$ cat config.mk
export PLATFORM = sky130hd
export DESIGN_NAME = bus_demux4
export DESIGN_NICKNAME = d
export VERILOG_FILES = /design/src/rtl/bus_demux4.sv
export SDC_FILE = /design/constraint.sdc
export NUM_CORES = 1
export LEC_CHECK = 0
export CAP_MARGIN = 20
export CORE_MARGIN = 4
export CORE_UTILIZATION = 34
export DETAILED_ROUTE_END_ITERATION = 6
export PLACE_DENSITY = 0.77
export SLEW_MARGIN = 10
export SYNTH_ARGS = -nofsm -noshare
export SYNTH_HDL_FRONTEND = slang
export SYNTH_SLANG_ARGS = --single-unit
$ cat constraint.sdc
create_clock -name clk -period 2.09 [get_ports clk]
set_clock_uncertainty 0.05 [all_clocks]
set_input_delay 0.418 -clock clk [delete_from_list [all_inputs] [get_ports clk]]
set_output_delay 0.418 -clock clk [all_outputs]
set_load 0.005 [all_outputs]
$ cat src/rtl/bus_demux4.sv
// One-to-four request router: decodes the slave from address bits, runs a
// valid/ready handshake to that slave only, and bounds each access with a timeout.
module bus_demux4 #(
    parameter int unsigned SEL_LSB = 28,
    parameter int unsigned TIMEOUT = 15
) (
    input  logic        clk,
    input  logic        rst_n,
    input  logic        m_req_valid,
    output logic        m_req_ready,
    input  logic [31:0] m_addr,
    input  logic        m_we,
    input  logic [31:0] m_wdata,
    output logic        m_resp_valid,
    output logic [31:0] m_rdata,
    output logic        m_err,
    output logic [3:0]  s_valid,
    output logic [31:0] s_addr,
    output logic        s_we,
    output logic [31:0] s_wdata,
    input  logic [3:0]  s_ready,
    input  logic [31:0] s_rdata0,
    input  logic [31:0] s_rdata1,
    input  logic [31:0] s_rdata2,
    input  logic [31:0] s_rdata3
);

    localparam int unsigned HI_LSB = SEL_LSB + 2;
    localparam int unsigned CNT_W  = (TIMEOUT > 1) ? $clog2(TIMEOUT) : 1;
    localparam logic [CNT_W-1:0] CNT_LAST = CNT_W'(TIMEOUT - 1);

    typedef enum logic [1:0] {
        IDLE = 2'd0,
        WAIT = 2'd1,
        RESP = 2'd2
    } state_t;

    state_t           state;
    logic [1:0]       sel;
    logic [CNT_W-1:0] cnt;
    logic [31:0]      sel_rdata_c;
    logic             sel_ready_c;
    logic             dec_err_c;

    // Ready is decoded from state so it returns to 1 the instant reset asserts.
    assign m_req_ready = (state == IDLE);

    // Any address bit above the select field means no slave exists there.
    assign dec_err_c   = ((m_addr >> HI_LSB) != 32'd0);
    assign sel_ready_c = s_ready[sel];

    always_comb begin
        sel_rdata_c = s_rdata0;
        case (sel)
            2'd0:    sel_rdata_c = s_rdata0;
            2'd1:    sel_rdata_c = s_rdata1;
            2'd2:    sel_rdata_c = s_rdata2;
            default: sel_rdata_c = s_rdata3;
        endcase
    end

    always_ff @(posedge clk or negedge rst_n) begin
        if (!rst_n) begin
            state        <= IDLE;
            sel          <= 2'd0;
            cnt          <= '0;
            s_valid      <= 4'd0;
            s_addr       <= 32'd0;
            s_we         <= 1'b0;
            s_wdata      <= 32'd0;
            m_resp_valid <= 1'b0;
            m_rdata      <= 32'd0;
            m_err        <= 1'b0;
        end else begin
            case (state)
                IDLE: begin
                    if (m_req_valid) begin
                        s_addr  <= m_addr;
                        s_we    <= m_we;
                        s_wdata <= m_wdata;
                        sel     <= m_addr[SEL_LSB +: 2];
                        cnt     <= '0;
                        if (dec_err_c) begin
                            state        <= RESP;
                            m_resp_valid <= 1'b1;
                            m_err        <= 1'b1;
                            m_rdata      <= 32'd0;
                        end else begin
                            state   <= WAIT;
                            s_valid <= 4'(4'b0001 << m_addr[SEL_LSB +: 2]);
                        end
                    end
                end
                WAIT: begin
                    // A ready in the final allowed cycle still completes cleanly.
                    if (sel_ready_c) begin
                        state        <= RESP;
                        s_valid      <= 4'd0;
                        m_resp_valid <= 1'b1;
                        m_err        <= 1'b0;
                        m_rdata      <= sel_rdata_c;
                    end else if (cnt == CNT_LAST) begin
                        state        <= RESP;
                        s_valid      <= 4'd0;
                        m_resp_valid <= 1'b1;
                        m_err        <= 1'b1;
                        m_rdata      <= 32'd0;
                    end else begin
                        cnt <= cnt + CNT_W'(1);
                    end
                end
                RESP: begin
                    state        <= IDLE;
                    m_resp_valid <= 1'b0;
                    s_valid      <= 4'd0;
                end
                default: begin
                    state        <= IDLE;
                    m_resp_valid <= 1'b0;
                    s_valid      <= 4'd0;
                end
            endcase
        end
    end

endmodule

# Word-level counts from Yosys, hierarchy flattened
# Index checks and enable logic that the tools add are counted.
[totals]
ff_bits = 111
inputBits = 200
wordCells = 62
[op_classes]
n_addsub = 1
order_cmp = 1
n_eq_ne = 10
n_shift = 1
n_mux = 29
n_reduce_logical = 10
[ops]
columns = ["op", "n"]
rows = [
  ["2-to-1 mux 32 bit", 4],
  ["case mux 32 bit (3 select lines)", 1],
  ["case mux 32 bit (2 select lines)", 1],
  ["nonzero test 32 bit", 1],
  ["2-to-1 mux 4 bit", 7],
  ["case mux 4 bit (2 select lines)", 2],
  ["2-to-1 mux 2 bit", 4],
  ["!= test 2 bit, second input constant", 4],
  ["AND reduction 4 bit", 2],
  ["2-to-1 mux 1 bit", 6],
  ["AND reduction 3 bit", 2],
  ["adder 4 x 1 -> 4 bit, second input constant", 1],
  ["== test 2 x 1 -> 1 bit, second input constant", 2],
  ["== test 4 bit, second input constant", 1],
  ["zero test 2 bit", 2],
  ["case mux 1 bit (2 select lines)", 2],
  ["case mux 2 bit (2 select lines)", 1],
  ["AND reduction 2 bit", 2],
  ["left shift 1 x 2 -> 4 bit, first input constant", 1],
  ["less-than comparator 2 x 3 -> 1 bit, second input constant", 1],
  ["!= test 3 bit, second input constant", 1],
  ["binary-select mux 1 bit (select 2 bit)", 1],
  ["== test 2 bit, second input constant", 1],
  ["!= test 2 x 1 -> 1 bit, second input constant", 1],
  ["nonzero test 2 bit", 1],
]

# Depth between registers and ports, before layout
# Gate-level depths: netlist of run 1.
[depth]
word_depth = 4
ltp_mapped = 8
ltp_nobuf = 6

# Worst setup path after synthesis of run 1
# Ideal clock, no wire load.
[synth_timing]
path_kind = "flip-flop to flip-flop"
start = "register s_addr[28] (netlist name)"
end = "register cnt[3]"
setup_ps = 118
arrival_ps = 1894
slack_ps = 28
path_stages_with_launch = 7
n_path_buf = 2
cell_sequence = "dfrtp_1 > buf_6 > mux4_2 > or3_1 > buf_6 > a32o_1 > a21o_1"
[synth_rtl]
columns = ["item", "line", "rtl"]
rows = [
  ["to (signal assigned)", "109", "cnt <= cnt + CNT_W'(1);"],
  ["to (decl)", "40", "logic [CNT_W-1:0] cnt;"],
]

# Final worst setup path of run 1
[layout_timing]
start = "input port s_ready[2]"
end = "register s_valid[1]"
[layout_via]
elab_chain_cells = 4
elab_cells_between_ends = 6
[layout_lines]
columns = ["item", "line", "rtl"]
rows = [
  ["from (decl)", "21", "input logic [3:0] s_ready,"],
  ["binary-select mux 1 bit (select 2 bit) *", "50", "assign sel_ready_c = s_ready[sel];"],
  ["2-to-1 mux 1 bit (not written as such) *", "50", ""],
  ["!= test 3 bit (no source line) / 2-to-1 mux 4 bit (equally long branches)", "n/a", ""],
  ["AND reduction 3 bit (no source line) / case mux 4 bit (2 select lines) (equally long branches)", "n/a", ""],
  ["to (signal assigned)", "90", "s_valid <= 4'(4'b0001 << m_addr[SEL_LSB +: 2]);"],
  ["to (decl)", "17", "output logic [3:0] s_valid,"],
]
# Mark *: on every way between the ends. The rest lies on a longest branch, timed or not. The select of a mux whose other input is x is not followed.
# A chain may end at the register's enable or synchronous reset.

==> reports/metrics.csv, run 1 <==
metric;value;unit
cp_top_family;buffers and inverters;
p_leak;3.80;nW
crit_fanout;6;
max_freq;0.496;GHz
synth_flop_cell;dfrtp_1;
first_iter_violations;95;
netlist_top_cells_area;dfrtp_1 56%, mux4_2 15%, nand2_1 15%, a22o_1 6.1%, clkbuf_1 1.6%;
critPathBufInv;2;
synth-edff-count;0;
totalPowerFinal;0.00774;W
holdPathStages;2;
cts_tree;built;
finalMaxSlewViolations;0;
syn_inst;442;
clock_path_buffers;2;
fillers;1125;
maxCapViolCount;0;
drive_gt1_share;8.89;%
reg2reg_depth;5;
period_share;96.5;%
cp-startpoint;s_ready[2];
root_buffer;clkbuf_16;
r2r-start;s_addr[28];
diodes;0;
drc;0;
globalRouteTotalUtil;19.2;%
die-area;0.0164;mm2
yosysTopAreaCell;dfrtp_1;
required;2.30;ns
ant_nets;0;
r2r_end;s_valid[1];
worst_setup_path_start_kind;input pin;
routabilityCongestion;0.799;
clk_pin_slew;0.07;ns
maxSlewHeadroom;62.4;%
powerDensity;914;mW/mm2
min_path_type;flip-flop to flip-flop;
setup_tns;0;ns
end_kind;flip-flop;
initial_core_util;35.0;%
rsz0062_at_grt;false;
die_y;128;um
synth_warnings;0;
dp_hpwl;12.7;mm
cts_buffers;9;
synthToLayoutAreaGrowth;72.4;%
clk_latency;0.34;ns
design.portCount;304;
min_to;s_addr[11];
synth_cell_types;27;
hold_viol_final;0;
setup_viol;0;
h-tree-depth;3;
slowest_stage;mux4_2;
syn_area;0.00491;mm2
slowest_delay;0.52;ns
antenna_found_initial;0;
core_area;0.0140;mm2
r2r_slack;0.11;ns
vias;4446;
overflow;0;
holdCritStartpoint;s_addr[11];
drt-total-wl;16.5;mm
viasPerCell;4.82;
ys_ff_latch;109;
seq_area;0.00273;mm2
grt_pass1_wl;24.9;mm
path_cells;clkdlybuf4s50_1 > mux4_2 > or3_4 > buf_4 > nand2_1 > o2bb2ai_1;
ys_seq_area_share;55.5;%
layout.nets;941;
worstSetupPathType;input pin to flip-flop;
grt_pass1_vias;4802;
grt_max_degree;69;
cts.sinks;109;
path_depth;6;
synth_top_area_share;55.5;%
die_w;128;um
final_cells;922;
status;completed;
rows;43;
worst_pin_slew;0.563;ns
async_reset_ff_share;100;%
routedWlPerCell;17.9;um
dp_cells;906;
period_needed;2.02;ns
syn_avg_cell_area;11.1;um2
synth_nets;644;
portBuffers;303;
first_pass_iters;4;
peakVddDrop;0.622;mV
multi_input_area;0.00202;mm2
cp.arrival;2.22;ns
-- worst max path at each step --
stage                       end  slack [ns]
finish               s_valid[1]        0.07
floorplan                cnt[3]        0.03
global placement         cnt[1]       -0.35
detailed placement   s_valid[1]       -0.44
CTS                 m_req_ready       0.009
global route        m_req_ready        0.03
-- cell families (layout without fill, tap and decap cells) --
group                      Yosys count  in the layout  share of synthesized area, %
and+or+nand+nor                    212            212                          17.0
DFF                                109            109                          55.5
AOI/OAI and AO/OA                   47             47                          7.89
buffers and inverters               37            337                          3.59
muxes                               35             35                          15.5
adders and majority gates            2              2                         0.509
-- power breakdown --
group / internal [W] / switching [W] / leakage [nW]
clock: 0.000790 / 0.000707 / 0.125
sequential: 0.00266 / 0.000337 / 1.39
combinational: 0.00200 / 0.00124 / 2.28
total: 0.00545 / 0.00229 / 3.80
-- sequential cells by signal (all words and copies together) (netlist names) --
name          cells
cnt               4
m_err             1
m_rdata          32
m_resp_valid      1
s_addr           32
s_valid           4
s_wdata          32
s_we              1
state             2
-- worst register-to-register path: stages, from the launching register on --
cell	delay [ns]
dfrtp_2	0.42
mux4_2	0.56
or3_4	0.42
buf_4	0.18
nand2_1	0.13
o2bb2ai_1	0.14
-- through the flow --
| stage | hold WS, ns | cell area [um2] | util [%] | setup slack (ns) |
|---|---|---|---|---|
| 4_1_cts | 0.429 | 8440 | 60.1 | 0.00945 |
| 3_5_place_dp | 0.351 | 8160 | 58.1 | -0.436 |
| 6_report | 0.425 | 8470 | 60.3 | 0.0736 |
| 2_1_floorplan | 0.0724 | 4910 | - | 0.0279 |
| 5_1_grt | 0.443 | 8470 | 60.3 | 0.0329 |
| 3_3_place_gp | 0.337 | 8160 | 58.1 | -0.345 |
-- metal layers --
layer | routed length (um) | part of all wire (%) | global-route usage [%] | vias up
li1 | - | - | - | 2098
met1 | 6160 | 37 | 21.5 | 2136
met4 | 328 | 2.0 | 6.24 | 0
met3 | 1470 | 8.9 | 7.04 | 23
met2 | 8500 | 52 | 33.7 | 189
met5 | 0 | 0 | 0 | -
-- area by class of cell --
cell class                 count  area share [%]
inverter                       8           0.354
multi-input combinational    296            23.9
tap                          180            2.66
sequential                   109            32.2
timing repair buffer         315            37.9
clock buffer                  11            2.75
clock inverter                 3           0.177
-- Yosys cell counts (3+ instances only) --
library cell	n
nand2_1	198
nand3_1	3
buf_1	3
dfrtp_1	109
inv_1	6
a22o_1	34
clkbuf_1	21
nor2_1	4
buf_6	5
mux4_2	33
-- placed cells by master, fill, tap and decap left out --
| cell type | count |
|---|---|
| dlygate4sd3_1 | 1 |
| dlygate4sd2_1 | 1 |
| nand2_8 | 1 |
| mux4_2 | 33 |
| inv_2 | 2 |
| clkdlybuf4s50_1 | 301 |
| a31o_1 | 1 |
| a21o_1 | 2 |
| a22o_1 | 34 |
| nor2_1 | 3 |
| o21ai_1 | 2 |
| and3_1 | 1 |
| inv_1 | 6 |
| clkinv_2 | 3 |
| o21ai_0 | 2 |
| nand2_1 | 197 |
| clkbuf_1 | 2 |
| dfrtp_2 | 2 |
| dfrtp_1 | 107 |
| a21oi_1 | 2 |
| nor3b_1 | 1 |
| nor4_1 | 1 |
| nand2b_1 | 1 |
| o2bb2ai_1 | 2 |
| buf_4 | 5 |
| buf_12 | 6 |
| mux2i_1 | 2 |
| a211o_1 | 1 |
| nand3_1 | 3 |
| or3_4 | 1 |
| nand2_2 | 1 |
| clkbuf_16 | 10 |
| nor2_2 | 1 |
| ha_1 | 2 |
| a32o_1 | 1 |
| nor3b_2 | 1 |
-- what timing repair did --
| item | CTS | global route |
|---|---|---|
| hold buffers | 1 | 0 |
| hold endpoints to repair | 30 | 0 |
| buffers inserted | 0 | 0 |
| cloned | 0 | 1 |
| pin swaps | 0 | 1 |
| gates resized for setup | 8 | 2 |
| endpoints found under the setup margin | 40 | 6 |
Power figures use the tool's default switching activity.
==> run 2: changes to the inputs <==
--- a/config.mk
+++ b/config.mk
@@ -5,6 +5,7 @@
 export SDC_FILE = /design/constraint.sdc
 export NUM_CORES = 1
 export LEC_CHECK = 0
+export ABC_CLOCK_PERIOD_IN_PS = 2090
 export CAP_MARGIN = 20
 export CORE_MARGIN = 4
 export CORE_UTILIZATION = 34
==> results of run 2 <==
The final DEF is identical to that of run 1; final timing and power are the same.
==> run 3: changes to the inputs <==
--- a/config.mk
+++ b/config.mk
@@ -10,6 +10,7 @@
 export CORE_MARGIN = 4
 export CORE_UTILIZATION = 34
 export DETAILED_ROUTE_END_ITERATION = 6
+export GPL_TIMING_DRIVEN = 0
 export PLACE_DENSITY = 0.77
 export SLEW_MARGIN = 10
 export SYNTH_ARGS = -nofsm -noshare
==> run 3 against run 2 <==
Effect of this change: maximum frequency decreased by 1.1%; count of clock-buffer cells in the layout unchanged; largest power group unchanged; global-route usage increased by 1.1 points.
==> reports/metrics.csv, run 3 (same netlist as run 1, synthesis figures left out) <==
metric;value;unit
layout.nets;962;
slowest_stage;mux4_2;
ant_nets;0;
peakVddDrop;0.516;mV
required;2.27;ns
die-area;0.0164;mm2
routabilityCongestion;0.804;
critPathBufInv;2;
root_buffer;clkbuf_16;
initial_core_util;35.0;%
crit_end;cnt[3];
globalRouteTotalUtil;20.3;%
overflow;0;
grt_pass1_wl;26.1;mm
setup_viol;0;
drc;0;
cp.arrival;2.22;ns
clock_path_buffers;2;
powerDensity;930;mW/mm2
grt_pass1_vias;5100;
dp_cells;926;
maxCapViolCount;0;
worstSetupPathType;flip-flop to flip-flop;
cts_tree;built;
drt-total-wl;16.9;mm
routedWlPerCell;17.9;um
first_iter_violations;154;
cts_buffers;9;
path_cells;buf_6 > mux4_2 > or3_1 > buf_6 > a32o_1 > a21o_1;
r2r_end;cnt[3];
rsz0062_at_grt;true;
synthToLayoutAreaGrowth;73.9;%
worst_setup_path_start_kind;flip-flop;
end_kind;flip-flop;
antenna_found_initial;0;
r2r-start;s_addr[28];
finalMaxSlewViolations;0;
reg2reg_depth;6;
h-tree-depth;3;
grt_max_degree;67;
viasPerCell;4.89;
cp_top_family;multiplexers;
first_pass_iters;4;
status;completed;
final_cells;945;
die_y;128;um
period_needed;2.04;ns
crit_fanout;10;
core_area;0.0140;mm2
diodes;0;
crit_top_cell;buf_6;
period_share;97.5;%
rows;43;
clk_latency;0.34;ns
drive_gt1_share;8.89;%
cp-startpoint;s_addr[28];
min_path_type;flip-flop to flip-flop;
largestRegisters;m_rdata x32, s_addr x32, s_wdata x32;
dp_hpwl;13.8;mm
slowest_delay;0.52;ns
cts.sinks;109;
hold_viol_final;0;
final_cell_mix;302 x clkdlybuf4s50_1, 198 x nand2_1, 109 x dfrtp_1;
p_leak;3.84;nW
layout_commonest_cell;clkdlybuf4s50_1;
die_w;128;um
totalPowerFinal;0.00795;W
clk_pin_slew;0.07;ns
r2r_slack;0.05;ns
worst_pin_slew;0.630;ns
design.portCount;304;
path_depth;6;
max_freq;0.490;GHz
portBuffers;303;
maxSlewHeadroom;58.0;%
vias;4621;
run 3: changes by cell type in the layout (fill, tap and decap cells not counted), sizes merged, moves of 2 or more:
cell,previous run,this run
clkbuf,12,31
clkinv,3,1
clkinvlp,0,2
buf,11,13
run 3: worst min-delay path by stage:
stage                     slack (ns)     endpoint  depth (start not counted)   startpoint
after floorplan                 0.07       cnt[0]                          0        rst_n
after global placement          0.41  s_wdata[17]                          2  s_wdata[17]
after detailed placement        0.32  s_wdata[21]                          1        rst_n
after CTS                       0.43   s_addr[27]                          2   s_addr[27]
after global routing            0.46   s_addr[27]                          2   s_addr[27]
final                           0.43   s_addr[27]                          2   s_addr[27]
run 3: metal layers:
layer	vias up	part of all wire, %	track usage [%]
met5	-	0	0
met4	0	2.5	7.68
met3	29	9.1	7.08
met2	207	53	36.5
met1	2244	36	21.8
li1	2141	-	-
run 3: cell type report:
class / count / area [um2]
clock buffer: 11 / 233
tap: 180 / 225
fill: 1127 / 5500
inverter: 8 / 30.0
clock inverter: 5 / 58.8
multi-input combinational: 296 / 2020
sequential: 109 / 2730
buffer: 28 / 161
timing repair buffer: 308 / 3090
run 3: worst reg2reg max path, delay by kind of cell, from the launching register on:
kind,cells,cell delay (ns)
mux,1,0.52
compound gates,2,0.38
flops,1,0.36
simple gates,1,0.33
buf+inv,2,0.28
run 3: stage by stage:
| step | cell area (um2) | util, % | hold slack (ns) | setup TNS (ns) | worst slack [ns] |
|---|---|---|---|---|---|
| after floorplan | 4910 | - | 0.0724 | 0 | 0.0279 |
| after global placement | 8170 | 58.2 | 0.409 | -411.88 | -3.55 |
| after detailed placement | 8200 | 58.4 | 0.318 | -28.68 | -0.479 |
| after CTS | 8520 | 60.7 | 0.429 | 0 | 0.0330 |
| after global routing | 8550 | 60.9 | 0.456 | -0.0117 | -0.0117 |
| final | 8550 | 60.9 | 0.426 | 0 | 0.0512 |
run 3: repair_timing:
action                                 CTS  global route
hold buffers                             1             0
setup buffers                            2             1
setup endpoints to repair               74            53
gates cloned                             0             0
endpoints found under the hold margin   43             0
gates resized for setup                  4             9
pin swaps                                1             0
run 3: power by group:
part / internal [W] / leakage [nW] / total, W / switching [W]
sequential: 0.00266 / 1.40 / 0.00299 / 0.000338
clock: 0.000933 / 0.136 / 0.00169 / 0.000758
combinational: 0.00200 / 2.30 / 0.00326 / 0.00126
